===== src/rtl/riscv_pkg.sv =====
// Shared definitions for the multicycle RV32 control path.
// Holds the opcode constants, the ALUOp encoding and the 4-bit FSM state enum.
// Build option: ILLEGAL_TRAP_EN adds the StTrap state used for unknown opcodes.
package riscv_pkg;

  localparam logic [6:0] OpLoad   = 7'b0000011;
  localparam logic [6:0] OpStore  = 7'b0100011;
  localparam logic [6:0] OpRtype  = 7'b0110011;
  localparam logic [6:0] OpItype  = 7'b0010011;
  localparam logic [6:0] OpBranch = 7'b1100011;
  localparam logic [6:0] OpJal    = 7'b1101111;

  typedef enum logic [1:0] {
    AluOpAdd   = 2'b00,
    AluOpSub   = 2'b01,
    AluOpFunct = 2'b10
  } alu_op_e;

  typedef enum logic [3:0] {
    StFetch    = 4'd0,
    StDecode   = 4'd1,
    StMemAdr   = 4'd2,
    StMemRead  = 4'd3,
    StMemWb    = 4'd4,
    StMemWrite = 4'd5,
    StExecR    = 4'd6,
    StExecI    = 4'd7,
    StAluWb    = 4'd8,
    StBeq      = 4'd9,
    StJal      = 4'd10
`ifdef ILLEGAL_TRAP_EN
    ,
    StTrap     = 4'd11
`endif
  } state_e;

endpackage


===== src/rtl/alu_decoder.sv =====
// ALU control decoder.
// Ports:
//   i_alu_op      ALUOp from the controller FSM (add / sub / funct3-decoded)
//   i_funct3      instruction funct3 field
//   i_funct7b5    instruction bit 30
//   i_op5         opcode bit 5 (distinguishes R-type from I-type)
//   o_alu_control 3-bit ALU operation select
module alu_decoder
  import riscv_pkg::*;
(
  input  alu_op_e    i_alu_op,
  input  logic [2:0] i_funct3,
  input  logic       i_funct7b5,
  input  logic       i_op5,
  output logic [2:0] o_alu_control
);

  // Only R-type can subtract; for addi bit 30 is part of the immediate.
  logic w_sub;
  assign w_sub = i_op5 & i_funct7b5;

  always_comb begin
    o_alu_control = 3'b000;
    case (i_alu_op)
      AluOpAdd: o_alu_control = 3'b000;
      AluOpSub: o_alu_control = 3'b001;
      AluOpFunct: begin
        case (i_funct3)
          3'b000:  o_alu_control = w_sub ? 3'b001 : 3'b000;
          3'b010:  o_alu_control = 3'b101;  // slt
          3'b100:  o_alu_control = 3'b100;  // xor
          3'b110:  o_alu_control = 3'b011;  // or
          3'b111:  o_alu_control = 3'b010;  // and
          default: o_alu_control = 3'b000;
        endcase
      end
      default: o_alu_control = 3'b000;
    endcase
  end

endmodule


===== src/rtl/mc_controller.sv =====
// Moore-FSM controller for a multicycle RV32 datapath.
// Ports:
//   clk, reset              clock, asynchronous active-high reset
//   op, funct3, funct7b5    instruction fields
//   Zero                    ALU zero flag (branch resolve)
//   MemReady                memory access completes this cycle
//   PCWrite, AdrSrc, MemWrite, IRWrite, RegWrite   1-bit controls
//   ResultSrc, ALUSrcA, ALUSrcB, ImmSrc            2-bit selects
//   ALUControl              3-bit ALU operation
//   State                   current FSM state (debug)
//   Illegal                 unknown opcode trapped
// Build option: ILLEGAL_TRAP_EN sends unknown opcodes to a sticky trap state;
// without it they are treated as nops and Illegal is tied low.
module mc_controller
  import riscv_pkg::*;
(
  input  logic       clk,
  input  logic       reset,
  input  logic [6:0] op,
  input  logic [2:0] funct3,
  input  logic       funct7b5,
  input  logic       Zero,
  input  logic       MemReady,
  output logic       PCWrite,
  output logic       AdrSrc,
  output logic       MemWrite,
  output logic       IRWrite,
  output logic       RegWrite,
  output logic [1:0] ResultSrc,
  output logic [1:0] ALUSrcA,
  output logic [1:0] ALUSrcB,
  output logic [1:0] ImmSrc,
  output logic [2:0] ALUControl,
  output logic [3:0] State,
  output logic       Illegal
);

  state_e  r_state;
  state_e  w_state_next;
  alu_op_e w_alu_op;
  logic    w_pc_update;
  logic    w_branch;
  logic    w_ir_write;
  logic    w_reg_write;
  logic    w_mem_write;

  always_ff @(posedge clk or posedge reset) begin
    if (reset) r_state <= StFetch;
    else       r_state <= w_state_next;
  end

  always_comb begin
    w_state_next = r_state;
    w_alu_op     = AluOpAdd;
    w_pc_update  = 1'b0;
    w_branch     = 1'b0;
    w_ir_write   = 1'b0;
    w_reg_write  = 1'b0;
    w_mem_write  = 1'b0;
    AdrSrc       = 1'b0;
    ResultSrc    = 2'b00;
    ALUSrcA      = 2'b00;
    ALUSrcB      = 2'b00;
    case (r_state)
      StFetch: begin
        ALUSrcB     = 2'b10;
        ResultSrc   = 2'b10;
        w_ir_write  = MemReady;
        w_pc_update = MemReady;
        if (MemReady) w_state_next = StDecode;
      end
      StDecode: begin
        // Precompute PC + imm so BEQ can use it as the branch target.
        ALUSrcA = 2'b01;
        ALUSrcB = 2'b01;
        case (op)
          OpLoad, OpStore: w_state_next = StMemAdr;
          OpRtype:         w_state_next = StExecR;
          OpItype:         w_state_next = StExecI;
          OpBranch:        w_state_next = StBeq;
          OpJal:           w_state_next = StJal;
`ifdef ILLEGAL_TRAP_EN
          default:         w_state_next = StTrap;
`else
          default:         w_state_next = StFetch;
`endif
        endcase
      end
      StMemAdr: begin
        ALUSrcA      = 2'b10;
        ALUSrcB      = 2'b01;
        w_state_next = (op == OpLoad) ? StMemRead : StMemWrite;
      end
      StMemRead: begin
        AdrSrc = 1'b1;
        if (MemReady) w_state_next = StMemWb;
      end
      StMemWb: begin
        ResultSrc    = 2'b01;
        w_reg_write  = 1'b1;
        w_state_next = StFetch;
      end
      StMemWrite: begin
        AdrSrc      = 1'b1;
        w_mem_write = 1'b1;
        if (MemReady) w_state_next = StFetch;
      end
      StExecR: begin
        ALUSrcA      = 2'b10;
        w_alu_op     = AluOpFunct;
        w_state_next = StAluWb;
      end
      StExecI: begin
        ALUSrcA      = 2'b10;
        ALUSrcB      = 2'b01;
        w_alu_op     = AluOpFunct;
        w_state_next = StAluWb;
      end
      StAluWb: begin
        w_reg_write  = 1'b1;
        w_state_next = StFetch;
      end
      StBeq: begin
        ALUSrcA      = 2'b10;
        w_alu_op     = AluOpSub;
        w_branch     = 1'b1;
        w_state_next = StFetch;
      end
      StJal: begin
        // ALU forms PC + 4 for the link register while PC takes the target.
        ALUSrcA      = 2'b01;
        ALUSrcB      = 2'b10;
        w_pc_update  = 1'b1;
        w_state_next = StAluWb;
      end
`ifdef ILLEGAL_TRAP_EN
      StTrap: w_state_next = StTrap;
`endif
      default: w_state_next = StFetch;
    endcase
  end

  // Gate write enables with reset so an in-flight FETCH cannot commit.
  assign PCWrite  = ~reset & (w_pc_update | (w_branch & Zero));
  assign IRWrite  = ~reset & w_ir_write;
  assign RegWrite = ~reset & w_reg_write;
  assign MemWrite = ~reset & w_mem_write;
  assign State    = r_state;

`ifdef ILLEGAL_TRAP_EN
  assign Illegal = (r_state == StTrap);
`else
  assign Illegal = 1'b0;
`endif

  always_comb begin
    case (op)
      OpLoad, OpItype: ImmSrc = 2'b00;
      OpStore:         ImmSrc = 2'b01;
      OpBranch:        ImmSrc = 2'b10;
      OpJal:           ImmSrc = 2'b11;
      default:         ImmSrc = 2'b00;
    endcase
  end

  alu_decoder u_alu_decoder (
    .i_alu_op     (w_alu_op),
    .i_funct3     (funct3),
    .i_funct7b5   (funct7b5),
    .i_op5        (op[5]),
    .o_alu_control(ALUControl)
  );

endmodule


===== config.mk =====
export PLATFORM = sky130hd
export DESIGN_NAME = mc_controller
export DESIGN_NICKNAME = d
export VERILOG_FILES = /design/src/rtl/riscv_pkg.sv /design/src/rtl/alu_decoder.sv /design/src/rtl/mc_controller.sv
export SDC_FILE = /design/constraint.sdc
export NUM_CORES = 1
export LEC_CHECK = 0
export CAP_MARGIN = 20
export CORE_MARGIN = 2
export CORE_UTILIZATION = 41
export CTS_CLUSTER_DIAMETER = 150
export DETAILED_ROUTE_END_ITERATION = 10
export PLACE_DENSITY = 0.83
export SLEW_MARGIN = 20
export SYNTH_ARGS = -nofsm -noshare
export SYNTH_HDL_FRONTEND = slang
export SYNTH_SLANG_ARGS = --single-unit
export TNS_END_PERCENT = 10

===== constraint.sdc =====
create_clock -name clk -period 3.5 [get_ports clk]
set_clock_uncertainty 0.1 [all_clocks]
set_input_delay 0.7 -clock clk [delete_from_list [all_inputs] [get_ports clk]]
set_output_delay 0.7 -clock clk [all_outputs]
set_load 0.05 [all_outputs]

## Word-level counts from Yosys, hierarchy flattened

Index checks and enable logic that the tools add are counted.

| storage, ports and cells | value |
|---|---|
| flip-flop bits (word level) | 4 |
| output and inout bits | 21 |
| word-level logic and storage cells | 66 |

| operators by class | value |
|---|---|
| equal/unequal tests | 25 |
| mux-type cells | 20 |
| bitwise logic cells | 8 |
| reduce and logical (&&, ||, !) cells | 12 |

Operators by type and width:

| cell | count |
|---|---|
| one-hot mux 4 bit (6 select lines) | 1 |
| one-hot mux 4 bit (5 select lines) | 1 |
| == test 4 x 3 -> 1 bit, second input constant | 4 |
| one-hot mux 2 bit (2 select lines) | 4 |
| one-hot mux 3 bit (5 select lines) | 1 |
| == test 7 x 6 -> 1 bit, second input constant | 2 |
| == test 7 bit, second input constant | 2 |
| == test 4 bit, second input constant | 3 |
| two-way mux 4 bit | 3 |
| OR reduction 2 bit | 6 |
| == test 3 bit, second input constant | 3 |
| == test 4 x 2 -> 1 bit, second input constant | 2 |
| == test 7 x 2 -> 1 bit, second input constant | 1 |
| == test 7 x 5 -> 1 bit, second input constant | 1 |
| bitwise AND 1 bit | 6 |
| two-way mux 1 bit | 6 |
| != test 2 bit, second input constant | 3 |
| one-hot mux 2 bit (3 select lines) | 1 |
| one-hot mux 3 bit (2 select lines) | 1 |
| OR reduction 3 bit | 2 |
| == test 4 x 1 -> 1 bit, second input constant | 1 |
| zero test 4 bit | 1 |
| OR reduction 4 bit | 1 |
| == test 3 x 2 -> 1 bit, second input constant | 1 |
| 8 further kinds | 8 |

## Depth between registers and ports, before layout

| logic depth | value |
|---|---|
| word-level depth | 5 |
| mapped depth | 7 |
| depth with buffers taken out | 6 |

## Hierarchy

Synthesis repeated with hierarchy kept, for this count alone.

| unflattened totals | value |
|---|---|
| cell total of the unflattened synthesis | 92 |
| area total of the unflattened synthesis | 729.4 sq um |

Modules (own cells, without submodules):

| module | instances | cells each | area each (sq um) |
|---|---|---|---|
| mc_controller | 1 | 80 | 630.6 |
| alu_decoder | 1 | 12 | 98.8 |

## Worst setup path before layout

Ideal clock, no wire load.

| timing | value |
|---|---|
| path kind | reg-to-output |
| start | register r_state[1], in the netlist State[1] |
| end | output ALUControl[2] |
| arrival | 3.180 ns |
| slack | -0.480 ns |
| cell stages (with the launch flop) | 6 |
| path buffers | 2 |
| cell sequence | dfrtp_1 clkbuf_1 buf_2 nand2_1 ha_1 nor4b_1 |

| on the way | value |
|---|---|
| longest elaborated chain between the ends | 5 |
| elaborated cells on any way between the ends | 8 |
| those cells by class | eq/ne: 5; mux: 2; reduce/logical: 1 |

Ends and longest elaborated chain:

| item | line | text |
|---|---|---|
| start: declaration | mc_controller.sv:38 | `state_e r_state;` |
| start signal: assignment | mc_controller.sv:48 | `if (reset) r_state <= StFetch;` |
| start signal: assignment | mc_controller.sv:49 | `else r_state <= w_state_next;` |
| == test 4 x 3 -> 1 bit | mc_controller.sv:64 | `case (r_state)` |
| OR reduction 2 bit (no line) | - |  |
| one-hot mux 2 bit (2 select lines) * | mc_controller.sv:64 |  |
| == test 2 bit / == test 2 x 1 -> 1 bit (equally long branches) | alu_decoder.sv:24 | `case (i_alu_op)` |
| one-hot mux 3 bit (2 select lines) * | alu_decoder.sv:24 |  |
| end: declaration | mc_controller.sv:33 | `output logic [2:0] ALUControl,` |

Every way passes the cells marked *; elsewhere a longest branch is shown, timed or not.

## Worst setup path in the final report

| timing | value |
|---|---|
| start | register r_state[1], in the netlist State[1] |
| end | output ALUControl[1] |

The elaborated chain is that of the path after synthesis.

==> impl_metrics.env <==
export IMPL_dieWidth_um=43.8
export IMPL_finalNonFillerCells=141
export IMPL_cp_arrival_ns=2.37
export IMPL_first_global_vias=768
export IMPL_synth_nets=109
export IMPL_drc=0
export IMPL_synth_area_leader_cell="dfrtp_1"
export IMPL_rr_startpoint="State[1]"
export IMPL_post_layout_total_power_mw=0.218
export IMPL_most_common_layout_cells="clkdlybuf4s50_1, nor2_1, nand2_1"
export IMPL_timing_critical_path_from="State[1]"
export IMPL_synth_cell_area_um2=648
export IMPL_numPlacedInstances=138
export IMPL_timing_max_cap_violations=0
export IMPL_holdPathStages=1
export IMPL_synth_top_cells_by_area="dfrtp_1, nor3_1, nand2_1, nor2_1, nand2b_1"
export IMPL_num_antenna_cells=0
export IMPL_ctsHtreeMaxLevel=1
export IMPL_floorplan_die_area_um2=1910
export IMPL_grt_overflow_total=0
export IMPL_max_vdd_ir_drop_mv=0.127
export IMPL_design_core_area_um2=1490
export IMPL_stdcell_area_um2=1040
export IMPL_power_per_cell_area_nw_per_um2=209
export IMPL_critPathMaxFanout=11
export IMPL_placed_cell_area_um2=1020
export IMPL_setup_tns_after_final_layout_ns=0
export IMPL_cts_sinks=4
export IMPL_setup_repair_after_global_routing_missed_its_margin="false"
export IMPL_critical_path_endpoint_type="output pin"
export IMPL_initial_utilization=0.435
export IMPL_postRouteAntennaNets=0
export IMPL_synth_sequential_area_ratio=0.154
export IMPL_outcome="finished clean"
export IMPL_min_delay_start="State[3]"
export IMPL_cts_made_buffers=3
export IMPL_netlist_area_leader_share=0.154
export IMPL_die_y_um=43.8
export IMPL_rrSetupSlack_ns=1.97
export IMPL_required_ns=2.70
export IMPL_global_route_wire_length_before_repair_mm=3.13
export IMPL_clock_tree_buffer_depth=2
export IMPL_fin_nets=144
export IMPL_post_cts_resized_instances=0
export IMPL_final_max_slew_viol_count=0
export IMPL_hold_viol=0
export IMPL_postRouteWirelength_mm=1.80
export IMPL_ff2ff_path_depth=3
export IMPL_leakagePower_nw=0.441
export IMPL_place_congestion=0.778
export IMPL_drive_above_1_share=0.144
export IMPL_dp_final_hpwl_mm=1.32
export IMPL_grt_util_all_layers=0.214
export IMPL_syn_to_final_growth_pct=61.0
export IMPL_synth_avg_cell_area_um2=7.04
export IMPL_clk_latency_ns=0.24
export IMPL_synth_enable_flop_cells=0
export IMPL_root_buffer_cell="clkbuf_4"
export IMPL_boundary_pin_count=36
export IMPL_synth_flop_cell="dfrtp_1"
export IMPL_timing_fmax_mhz=316
export IMPL_timing_worst_slew_pin_value_ns=0.502
export IMPL_cts_setup_buffers=0
export IMPL_netlist_cell_type_count=36
export IMPL_via_density_per_instance=5.57
export IMPL_clkTransAtPathRegs_ns=0.04
export IMPL_critical_path_startpoint_type="register"
export IMPL_drt_pre_antenna_iters=4
export IMPL_post_synth_inst_count=92
export IMPL_setup_worst_path_class="reg -> out"
export IMPL_largest_register_ffs=4
export IMPL_hold_buffers=0
export IMPL_synth_seq_cells=4
export IMPL_post_route_minimum_period_ns=3.17
export IMPL_holdCritPathClass="reg -> reg"
export IMPL_yosys_warnings=0
export IMPL_total_number_of_vias=786
export IMPL_finalSetupViolCount=0
export IMPL_routedWlPerCell_um=12.8
export IMPL_slew_headroom=0.664
export IMPL_drt_first_iter_violations=13
export IMPL_rows=14
export IMPL_cts_tree="done"
export IMPL_async_flop_share=1.00
export IMPL_layout_cells_most_common="clkdlybuf4s50_1"
export IMPL_buffer_ports_inserted=34
export IMPL_maximum_number_of_pins_on_one_net_before_global_route_repair=19
export IMPL_antenna_violations_before_repair=0
export IMPL_post_route_period_util=0.904
==> cell type report <==
class / count / area, um^2
Clock buffer: 3 / 22.5
Fill cell: 129 / 445
Inverter: 5 / 18.8
Multi-Input combinational cell: 75 / 499
Sequential cell: 4 / 100
Tap cell: 16 / 20.0
Timing Repair Buffer: 38 / 383
==> cell families after synthesis <==
logic type	Yosys count	synth area share
flops	4	0.154
buf+inv	13	0.0850
fa+ha+maj	2	0.0386
other cells	1	0.00579
compound gates	19	0.195
xor+xnor	4	0.0541
simple gates	49	0.467
==> stage by stage <==
| step | utilization | setup WS (ns) | hold slack, ns |
|---|---|---|---|
| after global placement | 0.686 | 0.407 | 0.541 |
| after global routing | 0.701 | 0.215 | 0.621 |
| final | 0.701 | 0.335 | 0.567 |
| after floorplan | - | -0.334 | 0.371 |
| after CTS | 0.701 | 0.343 | 0.554 |
| after detailed placement | 0.686 | 0.345 | 0.547 |
==> synthesized netlist by cell type, types with 2 or more instances <==
cell type / number
a211oi_1: 2
a21oi_1: 5
a31oi_1: 4
and3_1: 2
buf_2: 2
clkbuf_1: 5
dfrtp_1: 4
ha_1: 2
inv_1: 5
nand2_1: 9
nand2b_1: 5
nand3b_1: 3
nor2_1: 9
nor2b_1: 3
nor3_1: 7
nor4_1: 2
o21ai_0: 2
xnor2_1: 2
xor2_1: 2
==> final timing paths <==
check | endpoint
setup / recovery | ALUControl[1]
min in group asynchronous | State[0]
hold reg to reg | State[0]
hold / removal | State[0]
max in group asynchronous | State[1]
setup reg to reg | State[0]
==> power by group <==
| group | leakage (nW) | internal (mW) | total, mW | switching, mW |
|---|---|---|---|---|
| clock network | 0.0138 | 0.0384 | 0.0577 | 0.0193 |
| registers | 0.0543 | 0.0480 | 0.0492 | 0.00125 |
| logic | 0.373 | 0.0466 | 0.112 | 0.0650 |
==> worst max-delay path, stage by stage (launching register included) <==
cell             delay, ns
dfrtp_1               0.50
nor2b_1               0.36
nand2_1               0.16
ha_1                  0.26
and3_1                0.15
clkdlybuf4s50_1       0.70
==> routing by layer <==
metal | GRT usage | wire length (um) | vias up
met3 | 0.0375 | 97 | 2
met4 | 0.121 | 14 | 0
met2 | 0.353 | 913 | 38
li1 | - | - | 395
met5 | 0 | 0 | -
met1 | 0.259 | 777 | 351
Power figures use the tool's default switching activity.
